<file path="config.mk">
export PLATFORM = sky130hd
export DESIGN_NAME = lamp_fade_scheduler
export DESIGN_NICKNAME = d
export VERILOG_FILES = /design/src/rtl/lamp_fade_scheduler.sv
export SDC_FILE = /design/constraint.sdc
export NUM_CORES = 1
export LEC_CHECK = 0
export CAP_MARGIN = 20
export CORE_ASPECT_RATIO = 0.8
export CORE_UTILIZATION = 40
export CTS_BUF_LIST = sky130_fd_sc_hd__clkbuf_8
export CTS_CLUSTER_SIZE = 30
export DETAILED_ROUTE_END_ITERATION = 8
export PLACE_DENSITY = 0.72
export SETUP_SLACK_MARGIN = 0.1
export SYNTH_ARGS = -nofsm -noshare
export SYNTH_HDL_FRONTEND = slang
export SYNTH_HIERARCHICAL = 1
export SYNTH_SLANG_ARGS = --single-unit
</file>
<file path="constraint.sdc">
create_clock -name clk -period 10.28 [get_ports clk]
set_input_delay 2.056 -clock clk [delete_from_list [all_inputs] [get_ports clk]]
set_output_delay 2.056 -clock clk [all_outputs]
set_load 0.05 [all_outputs]
</file>
<file path="src/rtl/lamp_fade_scheduler.sv">
// Soft-fade duty generator for six traffic-lamp PWM channels; one shared step engine swept round-robin on tick.
// Optional LAMP_SNAP_OFF_EN: a channel whose target is 0 drops straight to 0 when serviced.

module lamp_fade_lane #(
  parameter int DBITS     = 8,
  parameter int DIM_LEVEL = 64
) (
  input  logic             req,
  input  logic             night,
  input  logic [DBITS-1:0] duty,
  output logic [DBITS-1:0] target,
  output logic             match
);
  localparam logic [DBITS-1:0] FULL = '1;
  localparam logic [DBITS-1:0] DIM  = DBITS'(DIM_LEVEL);

  assign target = !req ? '0 : (night ? DIM : FULL);
  assign match  = (duty == target);
endmodule

module lamp_fade_scheduler #(
  parameter int NCH       = 6,
  parameter int DBITS     = 8,
  parameter int STEP      = 16,
  parameter int DIM_LEVEL = 64
) (
  input  logic                 clk,
  input  logic                 rst,
  input  logic                 tick,
  input  logic [NCH-1:0]       lamp_req,
  input  logic                 night,
  output logic [NCH*DBITS-1:0] duty,
  output logic                 sweep_done,
  output logic                 settled,
  output logic                 overrun
);
  localparam int IDXW = (NCH > 1) ? $clog2(NCH) : 1;
  localparam logic [DBITS:0]  STEP_W = (DBITS+1)'(STEP);
  localparam logic [IDXW-1:0] LAST   = IDXW'(NCH-1);

  typedef enum logic {IDLE, SWEEP} state_t;

  state_t                     state_q, state_d;
  logic [IDXW-1:0]            idx_q, idx_d;
  logic                       done_q, done_d;
  logic                       ovr_q, ovr_d;
  logic                       upd;
  logic [NCH-1:0][DBITS-1:0]  duty_q;
  logic [NCH-1:0][DBITS-1:0]  tgt;
  logic [NCH-1:0]             match;
  logic [DBITS-1:0]           duty_nxt;
  logic [DBITS:0]             cur_w, tgt_w;

  // Target and settle compare per channel; the step engine itself is shared.
  generate
    for (genvar i = 0; i < NCH; i++) begin : g_lane
      lamp_fade_lane #(.DBITS(DBITS), .DIM_LEVEL(DIM_LEVEL)) u_lane (
        .req    (lamp_req[i]),
        .night  (night),
        .duty   (duty_q[i]),
        .target (tgt[i]),
        .match  (match[i])
      );
    end
  endgenerate

  // Widened by one bit so the +/-STEP never wraps before the clamp.
  always_comb begin
    cur_w    = {1'b0, duty_q[idx_q]};
    tgt_w    = {1'b0, tgt[idx_q]};
    duty_nxt = duty_q[idx_q];
    if (cur_w < tgt_w)
      duty_nxt = (tgt_w - cur_w <= STEP_W) ? tgt[idx_q] : DBITS'(cur_w + STEP_W);
    else if (cur_w > tgt_w)
      duty_nxt = (cur_w - tgt_w <= STEP_W) ? tgt[idx_q] : DBITS'(cur_w - STEP_W);
`ifdef LAMP_SNAP_OFF_EN
    if (tgt[idx_q] == '0)
      duty_nxt = '0;
`else
`endif
  end

  always_comb begin
    state_d = state_q;
    idx_d   = idx_q;
    done_d  = 1'b0;
    ovr_d   = ovr_q;
    upd     = 1'b0;
    case (state_q)
      IDLE: begin
        if (tick) begin
          state_d = SWEEP;
          idx_d   = '0;
        end
      end
      SWEEP: begin
        upd = 1'b1;
        if (tick) ovr_d = 1'b1;
        if (idx_q == LAST) begin
          state_d = IDLE;
          idx_d   = '0;
          done_d  = 1'b1;
        end else begin
          idx_d = idx_q + 1'b1;
        end
      end
      default: state_d = IDLE;
    endcase
  end

  always_ff @(posedge clk) begin
    if (rst) begin
      state_q <= IDLE;
      idx_q   <= '0;
      done_q  <= 1'b0;
      ovr_q   <= 1'b0;
      duty_q  <= '0;
    end else begin
      state_q <= state_d;
      idx_q   <= idx_d;
      done_q  <= done_d;
      ovr_q   <= ovr_d;
      if (upd) duty_q[idx_q] <= duty_nxt;
    end
  end

  assign duty       = duty_q;
  assign sweep_done = done_q;
  assign overrun    = ovr_q;
  assign settled    = (state_q == IDLE) && (&match);
endmodule

</file>
==> impl_metrics.toml, run 1 <==
[run_status]
status = "finished clean"

[synth]
syn_nets = 560
synth_seq_area_share_pct = 24.1
synth.distinct_cells = 70
synth-edff-count = 0
syn_inst = 532
ys_ff_latch = 54
yosys_warnings = 6
synth_area_per_cell_sq_um = 8.42
synth_ff_type = "dfxtp_1"
syn-cell-area_sq_mm = 0.00448
async_flop_share_pct = 0

[clock_network]
cts.repair.resized = 0
hold_buffers = 0
cts_tree = "yes"
ctsLongestPathBuffers = 2
cts-htree-levels = 2
cts_made_buffers = 5
root_buffer = "clkbuf_8"
path_clk_slew_ns = 0.09
clk_latency_ns = 0.31
postCtsSetupBuffers = 0
cts.sinks = 54

[cells_and_area]
area_growth_pct = 9.81
drive_gt1_share_pct = 11.8
fin_nets = 563
num_antenna_cells = 0
n_fill_cell = 1103

[critical_path]
reg2reg_depth = 12
cp-start-kind = "primary input"
crit_required_ns = 10.46
reg2reg_slack_ns = 5.33
path_class = "in -> reg"
crit_end = "duty[19]"
cp_data_arrival_time_ns = 6.95
critPathMaxFanout = 11
rr_endpoint = "duty[19]"
cp-end-kind = "register"
regToRegStartpoint = "idx_q[1]"
startpoint = "night"

[global_route]
grt_pass1_vias = 3821
antenna_found_initial = 0
grt-ovfl-total = 0
grt_pass1_wl_um = 20900
grt_max_degree = 41
grt.total_usage_pct = 22.7

[route]
ant_nets = 0
drt-total-wl_um = 13400
drt_pass1_iterations = 5
dr_total_vias = 4129
drt_drc_violations_left = 0
drtIter0Drc = 497
vias_per_cell = 6.08
routedWlPerCell_um = 19.7

[floorplan]
ioPinCount = 61
start_util_pct = 41.1
die_w_um = 120
die_y_um = 96.6
rows = 34
die_area_sq_mm = 0.0116
core_area_sq_mm = 0.0109

[pwr]
power.leakage_nw = 1.83
p_switching_mw = 0.223
switching_share_pct = 39.9
peakVddDrop_mv = 0.0769
pwr-share-clk_pct = 20.5
powerDensity_mw_per_mm2 = 114
power_frac_comb_pct = 40.2
seqPwrFrac_pct = 39.4
power.internal_mw = 0.336

[sta]
fin_setup_tns_ns = 0
timing.hold.ws_ns = 0.490
slew_headroom_pct = 30.3
fin_skew_ns = 0.0114
fmax_mhz = 148
finalMaxSlewViolations = 0
rsz0062_at_grt = "false"
fin_crit_sh_pct = 65.9
fin_crit_ns = 6.77
report.final.hold_viol_count = 0
setup_violations = 0
tightest_slew_ns = 1.04

[placement]
hpwl_um = 10300
gp_congestion = 0.948
io_buffer_count = 60

[worst_hold_path]
hold_class = "reg -> reg"

[run]
max-cap-violations = 0
[through the flow]
step	total power, mW	utilization (%)	cell area (sq um)	std cells	worst slack [ns]
final	0.559	45.2	4920	679	3.51
after global routing	0.582	45.2	4920	679	3.31
after CTS	0.554	45.2	4920	679	3.59
after detailed placement	0.443	44.4	4840	672	3.37
after global placement	0.438	44.4	4840	672	3.51
after floorplan	0.399	-	4480	532	4.39
[worst min path at each step]
stage	startpoint	end	slack [ns]	cells after the start
3_3_place_gp	overrun	overrun	0.46	2
2_1_floorplan	state_q	overrun	0.66	3
3_5_place_dp	overrun	overrun	0.46	2
4_1_cts	overrun	overrun	0.50	2
6_report	overrun	overrun	0.49	2
5_1_grt	overrun	overrun	0.52	2
[layout make-up]
class	instances	area [sq um]	area share (%)
multi-input cells	386	2860	58.2
flip-flops and latches	54	1080	22.0
repair buffers	62	616	12.5
well taps	144	180	3.66
inverters	26	97.6	1.98
clock buffers	5	68.8	1.40
clock inverters	2	11.3	0.229
[sequential cells by signal, summed over array words and instances (netlist names)]
| name | cells |
|---|---|
| duty | 48 |
| idx_q | 3 |
| overrun | 1 |
| state_q | 1 |
| sweep_done | 1 |
[critical path: stages]
cell and delay, ns:
clkdlybuf4s50_1 0.54, nor2b_1 0.57, mux4_2 0.37, nand2_1 0.05, o21ai_0 0.27, inv_1 0.11, ha_1 0.38, nor2b_1 0.17
o2111a_1 0.29, or3_4 0.36, o31ai_4 0.51, nor2_2 0.17, a22oi_4 0.36, mux2i_2 0.56, o21ai_1 0.16
[logic make-up (layout without fill, tap and decap cells)]
family / after synthesis / after routing / synth area share [%]
xor+xnor: 11 / 11 / 2.15
fa+ha+maj: 18 / 18 / 5.03
flops: 54 / 54 / 24.1
compound gates: 136 / 136 / 20.6
simple gates: 178 / 178 / 22.5
mux: 43 / 43 / 13.7
buf+inv: 92 / 95 / 12.0
[cells in the final DEF, fill, tap and decap left out, types with 10 or more instances in the layout]
master	netlist	layout
o21ai_1	33	33
nor2b_1	12	12
dfxtp_1	54	53
inv_1	26	27
mux4_2	13	13
nor2_1	17	17
mux2i_1	22	22
nand3_1	21	21
nand2_1	61	61
ha_1	18	18
and3_1	11	11
nor3_1	10	10
o21ai_0	16	16
clkdlybuf4s50_1	0	60
a21oi_1	29	29
[metal layers]
layer	global-route usage [%]	part of all wire (%)
met5	0	0
met4	5.22	1.8
met3	5.07	8.5
met2	34.3	45
met1	32.6	45
[power by group through the flow]
stage | combinational (mW) | clock [mW] | sequential (mW)
final | 0.225 | 0.115 | 0.220
after global placement | 0.213 | 0 | 0.224
after floorplan | 0.167 | 0 | 0.232
after CTS | 0.219 | 0.115 | 0.220
after detailed placement | 0.218 | 0 | 0.224
after global routing | 0.239 | 0.122 | 0.220
[synthesized netlist by cell type, types with 5 or more instances]
cell type / count / area (sq um)
o22ai_1: 5 / 31.3
ha_1: 18 / 225
dfxtp_1: 54 / 1080
mux2i_1: 22 / 220
nand2_1: 61 / 229
buf_2: 8 / 40.0
inv_1: 26 / 97.6
nor3_1: 10 / 50.1
nand3b_1: 8 / 60.1
o31ai_1: 7 / 52.6
a21oi_1: 29 / 145
nand2b_1: 5 / 31.3
and3_1: 11 / 68.8
mux4_2: 13 / 293
o21ai_0: 16 / 80.1
nand3_1: 21 / 105
buf_4: 46 / 345
xor2_1: 8 / 70.1
nor2b_1: 12 / 75.1
o21ai_1: 33 / 165
nor4_2: 6 / 75.1
and4_2: 6 / 60.1
nor2_1: 17 / 63.8
clkbuf_1: 10 / 37.5
(Power assumes the default switching activity.)
==> run 2: changes to the inputs <==
--- a/config.mk
+++ b/config.mk
@@ -11,7 +11,7 @@
 export CTS_BUF_LIST = sky130_fd_sc_hd__clkbuf_8
 export CTS_CLUSTER_SIZE = 30
 export DETAILED_ROUTE_END_ITERATION = 8
-export PLACE_DENSITY = 0.72
+export PLACE_DENSITY = 0.75
 export SETUP_SLACK_MARGIN = 0.1
 export SYNTH_ARGS = -nofsm -noshare
 export SYNTH_HDL_FRONTEND = slang
==> constraint.sdc (replaced) <==
create_clock -name clk -period 5.45 [get_ports clk]
set_input_delay 1.09 -clock clk [delete_from_list [all_inputs] [get_ports clk]]
set_output_delay 1.09 -clock clk [all_outputs]
set_load 0.05 [all_outputs]
==> impl_metrics.toml, run 2 (synthesis results as in run 1) <==
[run_status]
status = "finished clean"

[worst_hold_path]
hold_class = "reg -> reg"

[cells_and_area]
drive_gt1_share_pct = 15.1
final_core_util_pct = 46.3
layout_common_cells = "nand2_1 (61), clkdlybuf4s50_1 (60), dfxtp_1 (53)"
finalNonFillerCells = 692
fin_nets = 575
largest_reg_flops = 48
layout_commonest_cell = "nand2_1"
area_growth_pct = 12.5
num_antenna_cells = 0
n_fill_cell = 1055

[pwr]
powerDensity_mw_per_mm2 = 214
power.leakage_nw = 1.90
peakVddDrop_mv = 0.123

[sta]
fin_crit_ns = 5.02
fmax_mhz = 199
slew_headroom_pct = 39.4
rsz0062_at_grt = "false"
setup_violations = 0
tightest_slew_ns = 0.908
fin_skew_ns = 0.0170
report.final.hold_viol_count = 0
finalMaxSlewViolations = 0
fin_setup_tns_ns = 0
timing.hold.ws_ns = 0.502
fin_crit_sh_pct = 92.1

[critical_path]
cpMaxStageDelayCell = "clkdlybuf4s50_1"
crit_required_ns = 5.65
worst-path-buf-inv = 3
critPathMaxFanout = 9
cp_data_arrival_time_ns = 5.22
critPathMaxStageDelay_ns = 0.59
path_delay_family = "compound AO/OA/AOI/OAI gates"
cp_cell_sequence = "clkdlybuf4s50_1 -> nor2b_2 -> mux4_2 -> nand2_1 -> o21ai_0 -> inv_1 -> ha_1 -> nor2b_1 -> xnor2_1 -> o21ai_1 -> a211oi_1 -> nor3_4 -> a22oi_4 -> mux2i_2 -> buf_4 -> o21ai_1"
cp-end-kind = "register"
cp_common_cell = "o21ai_1"
path_class = "in -> reg"
cp-start-kind = "primary input"

[floorplan]
rows = 34
ioPinCount = 61
die_y_um = 96.6
die_area_sq_mm = 0.0116
start_util_pct = 41.1
core_area_sq_mm = 0.0109
die_w_um = 120

[placement]
io_buffer_count = 60
dp_cells = 684
gp_congestion = 0.944
hpwl_um = 10400

[clock_network]
ctsLongestPathBuffers = 2
root_buffer = "clkbuf_8"
cts_tree = "yes"
postCtsSetupBuffers = 0
clk_latency_ns = 0.31
path_clk_slew_ns = 0.11
cts.sinks = 54
cts_made_buffers = 5
cts-htree-levels = 2

[run]
max-cap-violations = 0

[global_route]
top_usage_layer = "met2"
antenna_found_initial = 0
use_met1_pct = 32.3
grt_pass1_vias = 3887
grt-ovfl-total = 0
grt_util_met3_pct = 5.25
grt.total_usage_pct = 22.7
grt_pass1_wl_um = 21000
use_met2_pct = 34.7
grt_max_degree = 29

[route]
dr_total_vias = 4152
ant_nets = 0
drt_pass1_iterations = 5
drt-total-wl_um = 13200
routedWlPerCell_um = 19.0
vias_per_cell = 6.00
drtIter0Drc = 503
drt_drc_violations_left = 0
## run 2: cell count changes in the layout (fill, tap and decap cells not counted), sizes merged
cell	change
buf	+12
clkinvlp	-1
clkinv	+2
## run 2: final timing paths
path,slack (ns),cells after the start,start,endpoint
setup / recovery,0.43,16,night,duty[25]
hold / removal,0.50,2,overrun,overrun
setup reg to reg,0.86,13,idx_q[0],duty[6]
hold reg to reg,0.50,2,overrun,overrun
## run 2: through the flow
stage	cell area, sq um	setup slack, ns	power, mW
after floorplan	4480	1.06	0.753
after global placement	4930	0.103	0.833
after detailed placement	4930	-0.00687	0.839
after CTS	5020	0.285	1.07
after global routing	5040	0.119	1.13
final	5040	0.431	1.08
## run 2: final cells by class
cell class	instances	area, sq um	area share [%]
multi-input combinational	386	2880	57.1
sequential	54	1080	21.5
timing repair buffer	74	706	14.0
tap	144	180	3.57
inverter	26	97.6	1.94
clock buffer	5	68.8	1.37
clock inverter	3	28.8	0.571
## run 2: timing repair
action / 4_1_cts / 5_1_grt
gates resized for setup: 0 / 6
setup endpoints to repair: 0 / 46
hold buffers: 0 / 0
## run 2: where the power goes
part / switching (mW) / total [mW] / internal (mW)
Clock: 0.138 / 0.233 / 0.0954
Sequential: 0.0198 / 0.422 / 0.402
Combinational: 0.265 / 0.422 / 0.156
Total: 0.423 / 1.08 / 0.653
## run 2: layer usage
| metal | wire (um) | part of all wire, % | up-vias |
|---|---|---|---|
| met5 | 0 | 0 | - |
| met4 | 249 | 1.9 | 0 |
| met3 | 1450 | 11 | 24 |
| met2 | 5970 | 45 | 232 |
| met1 | 5500 | 42 | 1958 |
| li1 | - | - | 1938 |
## run 2: worst register-to-register path, delay by kind of cell, from the launching register on
kind	cells	cell delay, ns
AO/OA/AOI/OAI	8	2.06
flip-flops	1	0.85
AND/OR/NAND/NOR	1	0.35
multiplexers	2	0.41
buffers and inverters	1	0.32
adder cells (fa/ha/maj)	1	0.46
